$ cat src/rtl/alu_pkg.sv
// Shared definitions for the RV32I ALU-class decoder: ALU opcodes,
// major opcodes, funct7 values and the decoded-operation record.
package alu_pkg;

    // ALU operation selects presented on out_ctrl
    localparam logic [2:0] ALU_ADD  = 3'd0;
    localparam logic [2:0] ALU_SLL  = 3'd1;
    localparam logic [2:0] ALU_SLT  = 3'd2;
    localparam logic [2:0] ALU_SLTU = 3'd3;
    localparam logic [2:0] ALU_XOR  = 3'd4;
    localparam logic [2:0] ALU_SR   = 3'd5;
    localparam logic [2:0] ALU_OR   = 3'd6;
    localparam logic [2:0] ALU_AND  = 3'd7;

    // RV32I major opcodes handled by the decoder
    localparam logic [6:0] OPC_OP     = 7'b0110011;
    localparam logic [6:0] OPC_OP_IMM = 7'b0010011;
    localparam logic [6:0] OPC_LUI    = 7'b0110111;
    localparam logic [6:0] OPC_AUIPC  = 7'b0010111;

    // funct7 / imm[11:5] values
    localparam logic [6:0] F7_BASE = 7'b0000000;
    localparam logic [6:0] F7_ALT  = 7'b0100000;

    // One decoded ALU operation as held in the output / skid registers
    typedef struct packed {
        logic        illegal;
        logic [2:0]  ctrl;
        logic [31:0] a;
        logic [31:0] b;
        logic [4:0]  rd;
    } alu_op_t;

    function automatic logic [31:0] sext_imm12(input logic [11:0] imm);
        return {{20{imm[11]}}, imm};
    endfunction

endpackage

$ cat src/rtl/alu_decode_if.sv
// Valid/ready bundle between the instruction source, the ALU decoder and
// the ALU consumer. The decoder uses the slave view, the environment the
// master view.
interface alu_decode_if;
    logic        in_valid;
    logic        in_ready;
    logic [31:0] in_instr;
    logic [31:0] in_pc;
    logic [31:0] in_rs1_val;
    logic [31:0] in_rs2_val;
    logic        out_valid;
    logic        out_ready;
    logic [2:0]  out_ctrl;
    logic [31:0] out_a;
    logic [31:0] out_b;
    logic [4:0]  out_rd;
    logic        out_illegal;

    modport slave (
        input  in_valid, in_instr, in_pc, in_rs1_val, in_rs2_val, out_ready,
        output in_ready, out_valid, out_ctrl, out_a, out_b, out_rd, out_illegal
    );

    modport master (
        output in_valid, in_instr, in_pc, in_rs1_val, in_rs2_val, out_ready,
        input  in_ready, out_valid, out_ctrl, out_a, out_b, out_rd, out_illegal
    );
endinterface

$ cat src/rtl/alu_dec_comb.sv
// Pure combinational RV32I ALU-class decode: instruction + operands in,
// ALU opcode, operand pair, destination and illegal flag out.
module alu_dec_comb
    import alu_pkg::*;
(
    input  logic [31:0] instr,
    input  logic [31:0] pc,
    input  logic [31:0] rs1_val,
    input  logic [31:0] rs2_val,
    output alu_op_t     op
);

    logic [6:0] opcode;
    logic [2:0] funct3;
    logic [6:0] funct7;
    logic       legal;

    assign opcode = instr[6:0];
    assign funct3 = instr[14:12];
    assign funct7 = instr[31:25];

    // Decode the opcode class; illegal encodings collapse to zero operands
    always_comb begin
        op     = '0;
        op.rd  = instr[11:7];
        legal  = 1'b0;
        case (opcode)
            OPC_OP_IMM: begin
                op.ctrl = funct3;
                op.a    = rs1_val;
                op.b    = sext_imm12(instr[31:20]);
                // srai keeps imm[10]=1 from its encoding, srli/slli keep it 0
                if (funct3 == ALU_SLL)
                    legal = (funct7 == F7_BASE);
                else if (funct3 == ALU_SR)
                    legal = (funct7 == F7_BASE) || (funct7 == F7_ALT);
                else
                    legal = 1'b1;
            end
            OPC_OP: begin
                op.ctrl = funct3;
                op.a    = rs1_val;
                op.b    = rs2_val;
                if (funct7 == F7_BASE) begin
                    legal = 1'b1;
                    // Bit 10 of out_b flags arithmetic shift; logical shifts clear it
                    if ((funct3 == ALU_SLL) || (funct3 == ALU_SR))
                        op.b[10] = 1'b0;
                end else if ((funct7 == F7_ALT) && (funct3 == ALU_ADD)) begin
                    legal = 1'b1;
                    op.b  = ~rs2_val + 32'd1;
                end else if ((funct7 == F7_ALT) && (funct3 == ALU_SR)) begin
                    legal = 1'b1;
                    op.b  = {21'b0, 1'b1, 5'b0, rs2_val[4:0]};
                end
            end
            OPC_LUI: begin
                legal   = 1'b1;
                op.ctrl = ALU_ADD;
                op.a    = 32'd0;
                op.b    = {instr[31:12], 12'b0};
            end
            OPC_AUIPC: begin
                legal   = 1'b1;
                op.ctrl = ALU_ADD;
                op.a    = pc;
                op.b    = {instr[31:12], 12'b0};
            end
            default: legal = 1'b0;
        endcase
        if (!legal) begin
            op.ctrl = ALU_ADD;
            op.a    = 32'd0;
            op.b    = 32'd0;
        end
        op.illegal = !legal;
    end

endmodule

$ cat src/rtl/alu_decode.sv
// ALU decode stage: combinational decode into a one-deep valid/ready
// output register. Define ALU_DEC_SKID_EN to add a one-entry skid register
// so in_ready comes straight from a flop instead of from out_ready.
module alu_decode
    import alu_pkg::*;
(
    input  logic         clk,
    input  logic         rst_n,
    alu_decode_if.slave  bus
);

    alu_op_t dec_p0;
    alu_op_t dec_p1;
    logic    vld_p1;
    logic    vld_nxt;
    logic    load_out_new;
    logic    in_fire;
    logic    out_fire;

    alu_dec_comb u_dec (
        .instr   (bus.in_instr),
        .pc      (bus.in_pc),
        .rs1_val (bus.in_rs1_val),
        .rs2_val (bus.in_rs2_val),
        .op      (dec_p0)
    );

    assign in_fire  = bus.in_valid && bus.in_ready;
    assign out_fire = vld_p1 && bus.out_ready;

`ifdef ALU_DEC_SKID_EN
    alu_op_t skid_p1;
    logic    skid_vld;
    logic    skid_vld_nxt;
    logic    load_out_skid;
    logic    load_skid;
    logic    rdy_q;

    assign bus.in_ready = rdy_q;

    // Route each accepted item to the output register or park it in the skid entry
    always_comb begin
        load_out_skid = skid_vld && out_fire;
        load_out_new  = !skid_vld && in_fire && (!vld_p1 || out_fire);
        load_skid     = !skid_vld && in_fire && vld_p1 && !out_fire;
        vld_nxt       = load_out_skid || load_out_new || (vld_p1 && !out_fire);
        skid_vld_nxt  = load_skid || (skid_vld && !out_fire);
    end

    // Skid occupancy and registered ready; ready stays low through reset
    always_ff @(posedge clk or negedge rst_n) begin
        if (!rst_n) begin
            skid_vld <= 1'b0;
            rdy_q    <= 1'b0;
        end else begin
            skid_vld <= skid_vld_nxt;
            rdy_q    <= !skid_vld_nxt;
        end
    end

    // Skid payload; only meaningful while skid_vld is set
    always_ff @(posedge clk) begin
        if (load_skid)
            skid_p1 <= dec_p0;
    end
`else
    assign bus.in_ready = !vld_p1 || bus.out_ready;

    // Without a skid entry every accepted item goes straight to the output register
    always_comb begin
        load_out_new = in_fire;
        vld_nxt      = in_fire || (vld_p1 && !out_fire);
    end
`endif

    // Output valid flag
    always_ff @(posedge clk or negedge rst_n) begin
        if (!rst_n)
            vld_p1 <= 1'b0;
        else
            vld_p1 <= vld_nxt;
    end

    // ---- stage p1: output register, held while stalled ----
    always_ff @(posedge clk or negedge rst_n) begin
        if (!rst_n) begin
            dec_p1 <= '0;
`ifdef ALU_DEC_SKID_EN
        end else if (load_out_skid) begin
            dec_p1 <= skid_p1;
`endif
        end else if (load_out_new) begin
            dec_p1 <= dec_p0;
        end
    end

    assign bus.out_valid   = vld_p1;
    assign bus.out_ctrl    = dec_p1.ctrl;
    assign bus.out_a       = dec_p1.a;
    assign bus.out_b       = dec_p1.b;
    assign bus.out_rd      = dec_p1.rd;
    assign bus.out_illegal = dec_p1.illegal;

endmodule

$ cat src/flat_wrapper.sv
// flat-port wrapper written by rule: the top's interface ports become plain ports
module alu_decode_flat import alu_pkg::*;
  (clk, rst_n, bus_in_valid, bus_in_instr, bus_in_pc, bus_in_rs1_val, bus_in_rs2_val, bus_out_ready, bus_in_ready, bus_out_valid, bus_out_ctrl, bus_out_a, bus_out_b, bus_out_rd, bus_out_illegal);
  alu_decode_if bus_i ();
  input  logic clk;
  input  logic rst_n;
  input wire logic [$bits(bus_i.in_valid)-1:0] bus_in_valid;
  input wire logic [$bits(bus_i.in_instr)-1:0] bus_in_instr;
  input wire logic [$bits(bus_i.in_pc)-1:0] bus_in_pc;
  input wire logic [$bits(bus_i.in_rs1_val)-1:0] bus_in_rs1_val;
  input wire logic [$bits(bus_i.in_rs2_val)-1:0] bus_in_rs2_val;
  input wire logic [$bits(bus_i.out_ready)-1:0] bus_out_ready;
  output wire logic [$bits(bus_i.in_ready)-1:0] bus_in_ready;
  output wire logic [$bits(bus_i.out_valid)-1:0] bus_out_valid;
  output wire logic [$bits(bus_i.out_ctrl)-1:0] bus_out_ctrl;
  output wire logic [$bits(bus_i.out_a)-1:0] bus_out_a;
  output wire logic [$bits(bus_i.out_b)-1:0] bus_out_b;
  output wire logic [$bits(bus_i.out_rd)-1:0] bus_out_rd;
  output wire logic [$bits(bus_i.out_illegal)-1:0] bus_out_illegal;
  assign bus_i.in_valid = bus_in_valid;
  assign bus_i.in_instr = bus_in_instr;
  assign bus_i.in_pc = bus_in_pc;
  assign bus_i.in_rs1_val = bus_in_rs1_val;
  assign bus_i.in_rs2_val = bus_in_rs2_val;
  assign bus_i.out_ready = bus_out_ready;
  assign bus_in_ready = bus_i.in_ready;
  assign bus_out_valid = bus_i.out_valid;
  assign bus_out_ctrl = bus_i.out_ctrl;
  assign bus_out_a = bus_i.out_a;
  assign bus_out_b = bus_i.out_b;
  assign bus_out_rd = bus_i.out_rd;
  assign bus_out_illegal = bus_i.out_illegal;
  alu_decode u_core (.clk(clk), .rst_n(rst_n), .bus(bus_i));
endmodule
$ cat config.mk
export PLATFORM = sky130hd
export DESIGN_NAME = alu_decode_flat
export DESIGN_NICKNAME = d
export VERILOG_FILES = /design/src/rtl/alu_pkg.sv /design/src/rtl/alu_decode_if.sv /design/src/rtl/alu_dec_comb.sv /design/src/rtl/alu_decode.sv /design/src/flat_wrapper.sv
export SDC_FILE = /design/constraint.sdc
export NUM_CORES = 1
export LEC_CHECK = 0
export CAP_MARGIN = 15
export CORE_MARGIN = 2
export CORE_UTILIZATION = 35
export DETAILED_ROUTE_END_ITERATION = 16
export PLACE_DENSITY_LB_ADDON = 0.15
export SYNTH_ARGS = -nofsm -noshare
export SYNTH_HDL_FRONTEND = slang
export SYNTH_SLANG_ARGS = --single-unit
$ cat constraint.sdc
create_clock -name clk -period 4.8 [get_ports clk]
set_clock_uncertainty 0.15 [all_clocks]
set_input_delay 0.96 -clock clk [delete_from_list [all_inputs] [get_ports clk]]
set_output_delay 0.96 -clock clk [all_outputs]
set_load 0.05 [all_outputs]
; Word level (Yosys, flattened, before mapping)
; Cells that the tools add are included.
[classes]
n_addsub = 1
n_bitwise = 1
eq_ne = 7
n_mux = 14
n_reduce_logical = 15
[ops]
columns = operator, n
row1 = $pmux 67 s4, 1
row2 = $mux 67, 1
row3 = $mux 32, 2
row4 = $add 32x1->32 const B, 1
row5 = $not 32->32, 1
row6 = $eq 7x6->1 const B, 3
row7 = $mux 21, 1
row8 = $eq 7x5->1 const B, 2
row9 = $mux 10, 1
row10 = $logic_not 7->1, 1
row11 = $mux 1, 7
row12 = $logic_and 1x1->1, 5
row13 = $logic_or 1x1->1, 4
row14 = $eq 3x1->1 const B, 1
row15 = $eq 3x3->1 const B, 1
row16 = $logic_not 1->1, 3
row17 = $logic_not 3->1, 1
row18 = $pmux 1 s3, 1
row19 = $reduce_or 2->1, 1
[word_totals]
input_bits = 132
ff_bits = 74
elab_cells = 44
output_inout_bits = 75

; Longest topological paths before layout
; Gate-level depths: netlist of run 1.
[depth]
depth_word = 7
depth_mapped = 9
depth_no_buf = 8

; By module
; A second synthesis of run 1 with hierarchy kept.
[hier_totals]
cells_unflattened = 496
area_unflattened_um2 = 5038.6
[by_module_without_submodules]
columns = mod, seq_area_each_um2, cells_per_inst, n_inst, area_each_um2
row1 = alu_decode, 1851.8, 157, 1, 3046.7
row2 = alu_dec_comb, 0.0, 339, 1, 1991.9

; Worst setup path after synthesis of run 1
; OpenSTA, ideal clock, no wires.
[synth_timing]
path_type = input port to flip-flop
startpoint = input bus_out_ready
endpoint = register u_core.dec_p1 (netlist bit u_core.bus.out_b[28])
path_slack_ns = 1.531
arrival_ns = 3.051
setup_time_ns = 0.069
path_buffers = 1
path_stages = 6
required_time_ns = 4.581
path_cell_list = nand2b_1 > nand3_1 > or4b_2 > clkbuf_1 > or4b_1 > nand3_1
[synth_between]
elab_chain_cells = 2
[synth_lines]
columns = element, line
row1 = "start, declared", flat_wrapper.sv:12  ; input wire logic [$bits(bus_i.out_ready)-1:0] bus_out_ready;
row2 = $logic_or 1x1->1, alu_decode.sv:67  ; assign bus.in_ready = !vld_p1 || bus.out_ready;
row3 = $logic_and 1x1->1, alu_decode.sv:28  ; assign in_fire = bus.in_valid && bus.in_ready;
row4 = "end signal, assigned", alu_decode.sv:93  ; dec_p1 <= dec_p0;
row5 = "end, declared", alu_decode.sv:13  ; alu_op_t dec_p1;
; No other way between the ends.
; A chain may end at the register's enable or synchronous reset.

; Worst setup path in the final report of run 1
[layout_timing]
startpoint = input bus_in_rs2_val[5]
endpoint = register u_core.dec_p1 (netlist bit u_core.bus.out_b[29])
[layout_between]
elab_chain_cells = 6
[layout_lines]
columns = element, line
row1 = "start, declared", flat_wrapper.sv:11  ; input wire logic [$bits(bus_i.in_rs2_val)-1:0] bus_in_rs2_val;
row2 = $not 32->32, alu_dec_comb.sv:51  ; op.b = ~rs2_val + 32'd1;
row3 = $add 32x1->32, alu_dec_comb.sv:51
row4 = $mux 32, alu_dec_comb.sv:49  ; end else if ((funct7 == F7_ALT) && (funct3 == ALU_ADD)) begin
row5 = $mux 21, alu_dec_comb.sv:44  ; if (funct7 == F7_BASE) begin
row6 = $pmux 67 s4, alu_dec_comb.sv:27  ; case (opcode)
row7 = $mux 67, alu_dec_comb.sv:71  ; if (!legal) begin
; No other way between the ends.

==> results.py, run 1 <==
metrics = {
    "status": {
        "status": "completed",
    },
    "die": {
        "die_area_sq_um": 13190,
        "core_area_sq_um": 12010,
        "chipHeight_microns": 114.8,
        "start_util_pct": 35.79,
        "ios": 207,
        "die-width_microns": 114.8,
        "rows": 40,
    },
    "sta": {
        "final.period_utilization_pct": 81.86,
        "setup_viol": 0,
        "period_needed_ns": 3.929,
        "fmax_mhz": 254.5,
        "rsz0062_at_grt": "false",
        "worstMarginPinSlew_ns": 0.9898,
        "drv_slew": 0,
        "relSlewSlack_pct": 34.02,
        "hold_violations": 0,
        "setup-tns-final_ns": 0,
    },
    "setup_path": {
        "cp_top_family": "simple AND/OR/NAND/NOR gates",
        "worstReg2RegEnd": "u_core.bus.out_b[29]$_DFFE_PN0P_",
        "setup.worst_path.end": "u_core.bus.out_b[29]$_DFFE_PN0P_",
        "worstPathCellList": "clkdlybuf4s50_1, nor4_1, nand4_1, or3_4, o21ai_1, nor4b_1, a311o_1",
        "critPathKind": "primary input to flip-flop",
        "slowest_delay_ns": 0.65,
        "cp-end-kind": "flip-flop",
        "path_depth": 7,
        "cp_slowest_cell": "nand4_1",
        "worstSetupStartpoint": "bus_in_rs2_val[5]",
        "arrival_ns": 4.00,
        "crit_required_ns": 4.87,
        "ff2ff_path_depth": 8,
        "cp_num_buf_inv": 1,
        "regToRegStartpoint": "u_core.bus.out_valid$_DFF_PN0_",
        "reg2reg_slack_ns": 2.12,
        "worstPathMaxFanout": 14,
        "critPathLaunchType": "primary input",
    },
    "yosys": {
        "synth-compound-area-share_pct": 28.55,
        "synth_cells": 489,
        "ys.flop_type": "dfrtp_1",
        "synth-simple-area-share_pct": 20.02,
        "yosys_warnings": 0,
        "async_flop_share_pct": 100.0,
        "synth_top_family_by_area": "compound AO/OA/AOI/OAI gates",
        "syn_area_per_cell_sq_um": 8.792,
        "syn_nets": 622,
        "synth.distinct_cells": 56,
        "synth-adder-area-share_pct": 0.2910,
        "synthTopCellsByArea": "dfrtp_1 43%, a22oi_1 6.8%, o21ai_0 6.8%",
        "yosys.area.top_type_share_pct": 43.07,
        "synth_top_area_cell": "dfrtp_1",
        "seq_area_frac_synth_pct": 43.07,
        "synth_seq_cells": 74,
        "synthXorXnorAreaFrac_pct": 0.8149,
        "synth_edf_count": 0,
        "synthMuxAreaShare_pct": 3.725,
        "syn_area_sq_um": 4299,
    },
    "cts": {
        "clkLatencyLatePin_ns": 0.34,
        "cts-resized-gates": 0,
        "holdBufCountCts": 0,
        "root_buffer": "clkbuf_16",
        "postCtsSetupBuffers": 0,
        "clkTransAtPathRegs_ns": 0.06,
        "cts_tree": "done",
        "clock-sinks": 74,
        "cts_max_level": 3,
        "clockBufferDepth": 2,
        "cts_buffers": 9,
    },
    "routing": {
        "viasPerCell": 5.770,
        "first_pass_iters": 5,
        "post_drt_wl_per_cell_microns": 19.03,
        "first_iter_violations": 381,
        "routed-via-count": 4795,
        "post-route-drc-count": 0,
        "ant_nets": 0,
        "finalWirelength_mm": 15.82,
    },
    "finish": {
        "nNetsFinal": 812,
        "area.growth.synth_to_final_pct": 57.74,
        "drive_above_1_share_pct": 7.456,
        "final_common_cell": "clkdlybuf4s50_1",
        "mostFrequentLayoutCells": "205 x clkdlybuf4s50_1, 74 x dfrtp_1, 65 x nand2_1, 58 x o21ai_0, 39 x a22oi_1",
        "diodes": 0,
        "fillCellCount": 1102,
    },
    "power": {
        "p_total_mw": 1.577,
        "peakVddDrop_mv": 0.1271,
        "power.leakage_nw": 2.652,
        "powerDensity_nw_per_um2": 232.6,
    },
    "placed_design": {
        "io_buffers": 206,
        "hpwl_mm": 11.54,
        "finalWeightedCongestion": 0.8809,
    },
    "global_route": {
        "grt_pass1_wl_mm": 24.45,
        "antenna_found_initial": 0,
        "groute.usage.overall_pct": 23.84,
        "grt_pass1_vias": 4692,
        "grt-ovfl-total": 0,
        "grt_max_degree": 75,
    },
    "job": {
        "maxCapViolCount": 0,
    },
    "min_path": {
        "hp-class": "flip-flop to flip-flop",
    },
}
==> report_power, final <==
group	leakage, nW	total (mW)	switching [mW]	internal (mW)
Sequential	1.01	0.638	0.00475	0.633
Clock	0.134	0.655	0.276	0.379
Combinational	1.50	0.284	0.142	0.143
==> cell families after synthesis <==
| kind of cell | Yosys count |
|---|---|
| multiplexers | 15 |
| adder cells (fa/ha/maj) | 1 |
| XOR/XNOR | 4 |
| AND/OR/NAND/NOR | 169 |
| buffers and inverters | 40 |
| flip-flops | 74 |
| AO/OA/AOI/OAI | 186 |
==> registers in the layout, summed over array words and instances, names as in the netlist <==
register                count
u_core.bus.out_a           32
u_core.bus.out_b           32
u_core.bus.out_ctrl         3
u_core.bus.out_illegal      1
u_core.bus.out_rd           5
u_core.bus.out_valid        1
==> tightest hold or removal path, stage by stage (launching register included) <==
cell and delay (ns):
dfrtp_1 0.34, nand2_1 0.04, o21ai_0 0.06
==> cell usage after synthesis (4+ instances only) <==
master      n
o211ai_1    6
or4_1       5
mux2_2      8
nor4_1      7
o21ai_0    58
clkbuf_1   35
or3_1       5
nand2b_1    7
nor3_1     14
nor2_1     26
mux2i_1     7
a22o_1      7
o31ai_1    12
a2bb2oi_1   5
dfrtp_1    74
a221o_1     7
a21oi_1    24
a31oi_1     4
a21o_1      4
a22oi_1    39
o21a_1      4
nand3_1    12
nand2_1    66
==> per-layer routing <==
metal | part of all wire (%) | vias to the layer above | wire [microns] | global-route usage [%]
met5 | 0 | - | 0 | 0
li1 | - | 2234 | - | -
met2 | 48 | 230 | 7513 | 37.40
met3 | 8.3 | 32 | 1305 | 5.166
met1 | 42 | 2299 | 6585 | 31.80
met4 | 2.6 | 0 | 412 | 10.60
==> final cells by class <==
| class | count | area, sq um | share of cell area (%) |
|---|---|---|---|
| multi-input combinational | 375 | 2311 | 34.08 |
| timing repair buffer | 216 | 2135 | 31.48 |
| sequential | 74 | 1852 | 27.31 |
| clock buffer | 11 | 252.7 | 3.727 |
| tap | 147 | 183.9 | 2.712 |
| clock inverter | 5 | 36.28 | 0.5351 |
| inverter | 3 | 11.26 | 0.1661 |
==> metrics by stage <==
stage                     utilization (%)  hold WS (ns)  instance area (sq um)  setup WS (ns)  instances
after floorplan                         -        0.5144                   4299          1.531        489
after global placement              54.05        0.3129                   6492         0.8022        815
after CTS                           56.46        0.3335                   6782         0.9837        831
after detailed placement            54.05        0.3205                   6492         0.6499        815
after global routing                56.46        0.3566                   6782         0.6589        831
final                               56.46        0.3272                   6782         0.8707        831
==> worst min-delay path by stage <==
| stage | depth (start not counted) | from | end |
|---|---|---|---|
| 3_5_place_dp | 2 | u_core.bus.out_a[20]$_DFFE_PN0P_ | u_core.bus.out_a[20]$_DFFE_PN0P_ |
| 5_1_grt | 2 | u_core.bus.out_a[18]$_DFFE_PN0P_ | u_core.bus.out_a[18]$_DFFE_PN0P_ |
| 2_1_floorplan | 0 | rst_n | u_core.bus.out_a[0]$_DFFE_PN0P_ |
| 4_1_cts | 2 | u_core.bus.out_a[18]$_DFFE_PN0P_ | u_core.bus.out_a[18]$_DFFE_PN0P_ |
| 6_report | 2 | u_core.bus.out_a[0]$_DFFE_PN0P_ | u_core.bus.out_a[0]$_DFFE_PN0P_ |
| 3_3_place_gp | 2 | u_core.bus.out_a[6]$_DFFE_PN0P_ | u_core.bus.out_a[6]$_DFFE_PN0P_ |
(Power assumes the default switching activity.)
==> inputs of run 2 (changes only) <==
Clock period 4.8 ns to 3.95 ns, I/O delays scaled along.
==> results.py, run 2 (synthesis results as in run 1) <==
metrics = {
    "power": {
        "p_clk_share_pct": 42.1,
        "swShare_pct": 25.07,
        "seqPwrFrac_pct": 39.7,
        "p_total_mw": 1.950,
        "power.leakage_nw": 2.726,
        "p_sw_mw": 0.4889,
        "combPwrFrac_pct": 18.1,
        "peakVddDrop_mv": 0.2010,
        "p_int_mw": 1.461,
        "powerDensity_nw_per_um2": 283.1,
    },
    "finish": {
        "area.growth.synth_to_final_pct": 60.22,
        "diodes": 0,
        "stdcell_count": 841,
        "final_common_cell": "clkdlybuf4s50_1",
        "drive_above_1_share_pct": 8.790,
        "nNetsFinal": 824,
        "mostFrequentLayoutCells": "205 x clkdlybuf4s50_1, 74 x dfrtp_1, 65 x nand2_1, 58 x o21ai_0, 39 x a22oi_1",
    },
    "setup_path": {
        "critPathKind": "primary input to flip-flop",
        "crit_required_ns": 4.08,
        "cp_slowest_cell": "or4b_2",
        "critPathLaunchType": "primary input",
        "slowest_delay_ns": 0.86,
        "worstPathMaxFanout": 10,
        "worstPathCellList": "clkdlybuf4s50_1, nor4_2, nand2_1, or4b_2, or4b_1, nand3_1",
        "cp-end-kind": "flip-flop",
        "arrival_ns": 3.49,
    },
    "sta": {
        "setup-tns-final_ns": 0,
        "fmax_mhz": 297.5,
        "worstMarginPinSlew_ns": 0.9968,
        "rsz0062_at_grt": "false",
        "hold_violations": 0,
        "setup_ws_ns": 0.5881,
        "setup_viol": 0,
        "relSlewSlack_pct": 33.54,
        "period_needed_ns": 3.362,
        "final.period_utilization_pct": 85.11,
        "drv_slew": 0,
    },
    "die": {
        "ios": 207,
        "rows": 40,
        "start_util_pct": 35.79,
        "core_area_sq_um": 12010,
        "die_area_sq_um": 13190,
        "die-width_microns": 114.8,
        "chipHeight_microns": 114.8,
    },
    "status": {
        "status": "completed",
    },
    "cts": {
        "cts_max_level": 3,
        "cts_tree": "done",
        "clkTransAtPathRegs_ns": 0.06,
        "postCtsSetupBuffers": 0,
        "holdBufCountCts": 0,
        "cts-resized-gates": 0,
        "clockBufferDepth": 2,
        "clock-sinks": 74,
        "root_buffer": "clkbuf_16",
        "clkLatencyLatePin_ns": 0.33,
        "cts_buffers": 9,
    },
    "routing": {
        "viasPerCell": 5.724,
        "post-route-drc-count": 0,
        "first_iter_violations": 396,
        "finalWirelength_mm": 15.92,
        "post_drt_wl_per_cell_microns": 18.93,
        "ant_nets": 0,
        "first_pass_iters": 5,
        "routed-via-count": 4814,
    },
    "placed_design": {
        "io_buffers": 206,
        "placed_cells": 827,
        "pre_cts_ws_ns": 0.2869,
        "hpwl_mm": 11.72,
        "finalWeightedCongestion": 0.9299,
    },
    "global_route": {
        "grt_max_degree": 75,
        "grt-ovfl-total": 0,
        "antenna_found_initial": 0,
        "groute.usage.overall_pct": 24.01,
        "grt_pass1_vias": 4729,
        "grt_pass1_wl_mm": 24.78,
    },
    "job": {
        "maxCapViolCount": 0,
    },
    "min_path": {
        "hp-class": "flip-flop to flip-flop",
    },
}
run 2: changes by cell type in the layout (fill, tap and decap cells not counted), sizes merged:
cell,previous run,this run
clkinvlp,3,0
buf,11,23
inv,4,3
bufinv,0,1
clkinv,1,2
run 2: critical path, delay by kind of cell:
| family | cells | cell delay, ns |
|---|---|---|
| buffers and inverters | 1 | 0.47 |
| AND/OR/NAND/NOR | 5 | 2.22 |
run 2: worst paths after layout:
path | from | end | cells after the start | slack [ns]
setup / recovery | bus_in_instr[25] | u_core.bus.out_b[28]$_DFFE_PN0P_ | 6 | 0.59
hold / removal | u_core.bus.out_a[31]$_DFFE_PN0P_ | u_core.bus.out_a[31]$_DFFE_PN0P_ | 2 | 0.33
setup reg to reg | u_core.bus.out_valid$_DFF_PN0_ | u_core.bus.out_b[28]$_DFFE_PN0P_ | 5 | 1.45
hold reg to reg | u_core.bus.out_a[31]$_DFFE_PN0P_ | u_core.bus.out_a[31]$_DFFE_PN0P_ | 2 | 0.33
max in group asynchronous | rst_n | u_core.bus.out_b[30]$_DFFE_PN0P_ | 1 | 2.52
min in group asynchronous | rst_n | u_core.bus.out_b[21]$_DFFE_PN0P_ | 1 | 0.41
run 2: layer usage:
metal,share of wire (%),GRT usage (%)
met2,49,39.33
met1,41,31.55
met5,0,0
met3,8.4,5.746
met4,1.3,7.550
run 2: cell type report:
type	instances	area, sq um
fillers	1098	5124
multi-input cells	375	2311
repair buffers	228	2237
flip-flops and latches	74	1852
clock buffers	11	252.7
well taps	147	183.9
clock inverters	3	40.04
inverters	3	11.26
run 2: per-stage QoR:
stage / area, sq um / utilization [%] / hold WS (ns)
floorplan: 4299 / - / 0.3444
global placement: 6595 / 54.91 / 0.3139
detailed placement: 6595 / 54.91 / 0.3196
CTS: 6888 / 57.34 / 0.3324
global route: 6888 / 57.34 / 0.3506
finish: 6888 / 57.34 / 0.3301
run 2: power by group through the flow:
stage	combinational [mW]	clock, mW	sequential, mW
floorplan	0.0865	0	0.828
global placement	0.348	0	0.788
detailed placement	0.353	0	0.788
CTS	0.354	0.844	0.775
global route	0.378	0.877	0.776
finish	0.354	0.822	0.775
